$ cat src/rtl/reg_access_arbiter.sv
// Round-robin arbiter sharing one register bus between NUM_REQ requesters.
// One transaction in flight; reads are captured from the slave or time out with all-ones data.

module reg_access_lane (
  input  logic wren,
  input  logic rden,
  input  logic sel,
  input  logic rd,
  input  logic err,
  output logic pend,
  output logic ack,
  output logic rvld,
  output logic rerr
);
  assign pend = wren | rden;
  assign ack  = sel;
  assign rvld = sel & rd & ~err;
  assign rerr = sel & err;
endmodule

module reg_access_arbiter #(
  parameter int NUM_REQ    = 2,
  parameter int DATA_WIDTH = 32,
  parameter int ADDR_WIDTH = 32,
  parameter int TIMEOUT    = 16
) (
  input  logic                          clk,
  input  logic                          rst_n,
  input  logic [NUM_REQ-1:0]            req_wren,
  input  logic [NUM_REQ-1:0]            req_rden,
  input  logic [NUM_REQ*ADDR_WIDTH-1:0] req_addr,
  input  logic [NUM_REQ*DATA_WIDTH-1:0] req_wdat,
  output logic [NUM_REQ-1:0]            req_ack,
  output logic [NUM_REQ-1:0]            req_rvld,
  output logic [NUM_REQ-1:0]            req_err,
  output logic [DATA_WIDTH-1:0]         req_rdat,
  output logic [ADDR_WIDTH-1:0]         user_addr,
  output logic                          user_wren,
  output logic [DATA_WIDTH-1:0]         user_wdat,
  output logic                          user_rden,
  input  logic [DATA_WIDTH-1:0]         user_rdat,
  input  logic                          user_rvld
);
  localparam int PW = (NUM_REQ > 1) ? $clog2(NUM_REQ) : 1;
  localparam int CW = $clog2(TIMEOUT + 1);

  typedef enum logic [1:0] {IDLE, ISSUE, WAIT, RESP} state_t;
  state_t state, state_nxt;

  logic [NUM_REQ-1:0][ADDR_WIDTH-1:0] addr_arr;
  logic [NUM_REQ-1:0][DATA_WIDTH-1:0] wdat_arr;
  logic [NUM_REQ-1:0]                 pend;
  logic [PW-1:0]                      ptr, gnt_idx;
  logic [PW:0]                        cand;
  logic                               gnt_vld;
  logic                               op_wr, op_rd, op_err;
  logic [CW-1:0]                      cnt;
  logic [ADDR_WIDTH-1:0]              addr_q;
  logic [DATA_WIDTH-1:0]              wdat_q, rdat_q;

  assign addr_arr = req_addr;
  assign wdat_arr = req_wdat;

  // ptr holds the index of the current/last grant, so it also selects the ack lane
  for (genvar i = 0; i < NUM_REQ; i++) begin : g_lane
    reg_access_lane u_lane (
      .wren (req_wren[i]),
      .rden (req_rden[i]),
      .sel  ((state == RESP) && (ptr == PW'(i))),
      .rd   (op_rd),
      .err  (op_err),
      .pend (pend[i]),
      .ack  (req_ack[i]),
      .rvld (req_rvld[i]),
      .rerr (req_err[i])
    );
  end

  // Scan from farthest to nearest so the first pending index after ptr wins.
  always_comb begin
    gnt_vld = 1'b0;
    gnt_idx = '0;
    cand    = '0;
    for (int k = NUM_REQ; k >= 1; k--) begin
      cand = {1'b0, ptr} + (PW+1)'(k);
      if (cand >= (PW+1)'(NUM_REQ)) cand = cand - (PW+1)'(NUM_REQ);
      if (pend[cand[PW-1:0]]) begin
        gnt_vld = 1'b1;
        gnt_idx = cand[PW-1:0];
      end
    end
  end

  always_comb begin
    state_nxt = state;
    case (state)
      IDLE:    if (gnt_vld) state_nxt = ISSUE;
      ISSUE:   state_nxt = (!op_rd || user_rvld) ? RESP : WAIT;
      WAIT:    if (user_rvld || cnt == CW'(TIMEOUT)) state_nxt = RESP;
      RESP:    state_nxt = IDLE;
      default: state_nxt = IDLE;
    endcase
  end

  always_ff @(posedge clk or negedge rst_n) begin
    if (!rst_n) state <= IDLE;
    else        state <= state_nxt;
  end

  always_ff @(posedge clk or negedge rst_n) begin
    if (!rst_n) begin
      ptr    <= PW'(NUM_REQ - 1);
      addr_q <= '0;
      wdat_q <= '0;
      rdat_q <= '0;
      op_wr  <= 1'b0;
      op_rd  <= 1'b0;
      op_err <= 1'b0;
      cnt    <= '0;
    end else begin
      case (state)
        IDLE: if (gnt_vld) begin
          ptr    <= gnt_idx;
          addr_q <= addr_arr[gnt_idx];
          wdat_q <= wdat_arr[gnt_idx];
          op_wr  <= req_wren[gnt_idx];
          op_rd  <= req_rden[gnt_idx];
          op_err <= 1'b0;
        end
        ISSUE: if (op_rd) begin
          if (user_rvld) rdat_q <= user_rdat;
          else           cnt    <= CW'(1);
        end
        // data arriving on the last allowed cycle beats the timeout
        WAIT: begin
          if (user_rvld) rdat_q <= user_rdat;
          else if (cnt == CW'(TIMEOUT)) begin
            rdat_q <= {DATA_WIDTH{1'b1}};
            op_err <= 1'b1;
          end else cnt <= cnt + CW'(1);
        end
        default: ;
      endcase
    end
  end

  assign user_addr = addr_q;
  assign user_wdat = wdat_q;
  assign user_wren = (state == ISSUE) & op_wr;
  assign user_rden = (state == ISSUE) & op_rd;
  assign req_rdat  = rdat_q;

endmodule

$ cat config.mk
export PLATFORM = sky130hd
export DESIGN_NAME = reg_access_arbiter
export DESIGN_NICKNAME = d
export VERILOG_FILES = /design/src/rtl/reg_access_arbiter.sv
export SDC_FILE = /design/constraint.sdc
export NUM_CORES = 1
export LEC_CHECK = 0
export BUFFER_PORTS_ARGS = -buffer_cell sky130_fd_sc_hd__buf_4
export CORE_MARGIN = 8
export CORE_UTILIZATION = 47
export CTS_CLUSTER_SIZE = 28
export DETAILED_ROUTE_END_ITERATION = 8
export PLACE_DENSITY = 0.79
export SLEW_MARGIN = 0
export SYNTH_ARGS = -nofsm -noshare
export SYNTH_HDL_FRONTEND = slang
export SYNTH_SLANG_ARGS = --single-unit
$ cat constraint.sdc
create_clock -name clk -period 2.26 [get_ports clk]
set_input_delay 0.452 -clock clk [delete_from_list [all_inputs] [get_ports clk]]
set_output_delay 0.452 -clock clk [all_outputs]
set_load 0.02 [all_outputs]
==> results.md <==
- Initial Util: 47.50%
- Antenna viol nets, final: 0
- Fin crit share: 87.87%
- Syn avg cell area: 9.919 µm²
- Htree depth: 3
- Routed wire length: ~19 mm
- Die area: between 15000 and 20000 µm²
- Die height: roughly 130 µm
- First-pass iteration count of the detailed router: 4
- 1st-iter DRT viols: between 300 and 400
- Hpwl dp: 14.15 mm
- CP max FO: 6
- Synth Warn #: 0
- Nets: 973
- Worst-Margin Slew: 1.105 ns
- R2r setup slk: roughly 0.33 ns
- Max Fclk: 0.5035 GHz
- Fin Clk Skew: between 0.008 and 0.009 ns
- PortBufs: 270
- Via density: about 5.7
- Max_cap viols: 0
- R2r worst-path depth: 6
- Final Cell Area: 8059 µm²
- Hold violation count in the final report: 0
- Synth-to-Final Area Change: 43.04%
- Placed cell areas: 7711 µm²
- R2r endpoint: req_rdat[12]
- DR WL met2: approximately 9.2 mm
- Rel. slew slack: 26.34%
- Wl on met1: 7.110 mm
- Setup ws final: 0.2740 ns
- Peak supply drop: 777.7 µV
- Number of synthesized register bits: 107
- Final GP Congestion: 0.8304
- Worst hold path type: primary input to asynchronous set/reset pin
- Hold-fix buffers, CTS: 0
- PwrDens: approximately 1500 nW/µm²
- RSZ-0062 raised after global routing: false
- Post-synth ARST share: 100.0%
- Max Used Layer: met4
- Startpoint types: register
- Core area: about 12000 µm²
- Cell Area, Synth: 5634 µm²
- Unique masters post-synth: 47
- Clk slew on worst S/H paths: 0.07 ns
- Number of synthesized flops with an enable pin: 0
- GRT overflow: 0
- WL met3: 1.869 mm
- Via Count: 5463
- Total GRT Usage: 23.35%
- Initial antenna violation count: 0
- Worst EP arrival: around 1.5 ns
- Slew Viols, Final: 0
- Chip Width: 125.5 µm
- Final setup violation count: 0
- DRC errors left: 0
- Clock root buffer: clkbuf_16
- Reg-to-reg startpoint: state[0]
- Vias in the first global route: 5740
- Share of cells above drive strength 1: approximately 47%
- Routed WL per cell: just under 20 µm
- Syn Inst Count: 568
- Diode count: 0
- Clock sink total: 107
- Later-pin clock latency in the skew report: 0.35 ns
- Tmin final: around 2 ns
- CP Capture Type: output port
- Max Root-Sink Buffers: 2
- First-pass GRT wire length: 30.09 mm
- Syn nets: between 700 and 800
- I/O pin total: 271
- WS Path Type: register to output port
- CTS buffer count: 9
- Seq/Total Area, Yosys: 47.55%
- Post-Place Setup Slack: 0.2476 ns
- Final TNS setup: 0 ns
- Resized Gates After CTS: 0
- Core Rows: 40
- # Post-CTS Setup Buffers: 0
- Largest net degree at the start of global routing: 66
- CTS tree: done
- Leak: 3.523 nW
- Status: finished, final reports clean
- Worst Path Required: roughly 1.8 ns
- Hold_ws: around 0.10 ns
- Most used DFF post-synth: dfrtp_1
## cell families (layout without fill, tap and decap cells)
group           after synthesis  in the layout  share of synthesized area (%)
compound gates              281            281                          35.71
fa+ha+maj                     6              6                          1.332
buf+inv                      73            310                          6.884
flops                       107            107                          47.55
mux                           3              3                         0.5552
simple gates                 98             98                          7.973
## cells in the final DEF, fill, tap and decap left out, types with 5 or more instances in the layout
cell type	count
buf_12	6
o21a_1	32
nand2_1	5
ha_1	6
o21ai_0	66
nor2_1	65
a31oi_1	64
clkbuf_16	9
buf_4	281
a211o_1	33
inv_1	7
dfrtp_1	106
a21oi_2	65
## synthesized netlist by cell type, types with 5 or more instances
cell	number	area share, %
a211o_1	33	5.1
o21a_1	33	4.4
a31oi_1	64	7.1
nand2_1	5	0.33
inv_1	7	0.47
o21ai_0	66	5.9
clkbuf_1	29	1.9
buf_2	22	2.0
buf_4	7	0.93
a21oi_2	65	10
buf_6	8	1.6
ha_1	6	1.3
nor2_1	66	4.4
dfrtp_1	106	47
## worst max-delay path, stage by stage (launching register included)
cell and delay [ns]:
dfrtp_1 0.43, ha_1 0.22, nor2b_1 0.22, and3_1 0.19, buf_4 0.14
## through the flow
stage / instances / power [mW] / utilization, %
2_1_floorplan: 568 / 7.764 / -
3_3_place_gp: 936 / 10.08 / 65.01
3_5_place_dp: 936 / 10.32 / 65.01
4_1_cts: 952 / 12.15 / 67.94
5_1_grt: 952 / 12.79 / 67.94
6_report: 952 / 12.06 / 67.94
## report_power, final
group | internal, mW | switching (mW) | total, mW
logic | 2.87 | 3.84 | 6.70
registers | 2.90 | 0.619 | 3.52
clock network | 1.09 | 0.742 | 1.84
total | 6.86 | 5.20 | 12.1
## sequential cells by signal, indices dropped and copies added, names as in the netlist
name	count
req_rdat	32
state	2
cnt	5
user_wdat	32
ptr	1
op_wr	1
op_rd	1
op_err	1
user_addr	32
## metal layers
metal  track usage, %  up-vias
li1                 -     2542
met1            25.92     2613
met2            39.22      267
met3            8.585       41
met4            10.60        0
met5                0        -
## final cells by class
type / instances / area (µm²)
repair buffers: 287 / 2230
clock buffers: 9 / 225.2
inverters: 7 / 26.28
flip-flops and latches: 107 / 2679
well taps: 147 / 183.9
clock inverters: 7 / 122.6
fillers: 950 / 3802
multi-input cells: 388 / 2592
## worst max-delay path by stage
| stage | endpoint | slack [ns] | startpoint | cells past startpoint |
|---|---|---|---|---|
| after detailed placement | user_wdat[26] | 0.25 | req_wren[0] | 4 |
| after global placement | user_wdat[14] | 0.31 | req_wren[0] | 4 |
| after global routing | req_rvld[0] | 0.18 | state[0] | 4 |
| after CTS | req_rvld[0] | 0.25 | state[0] | 4 |
| final | req_rvld[0] | 0.27 | state[0] | 4 |
| after floorplan | user_addr[0] | 0.55 | state[0] | 7 |
No activity file was read; power rests on OpenSTA's default activity.
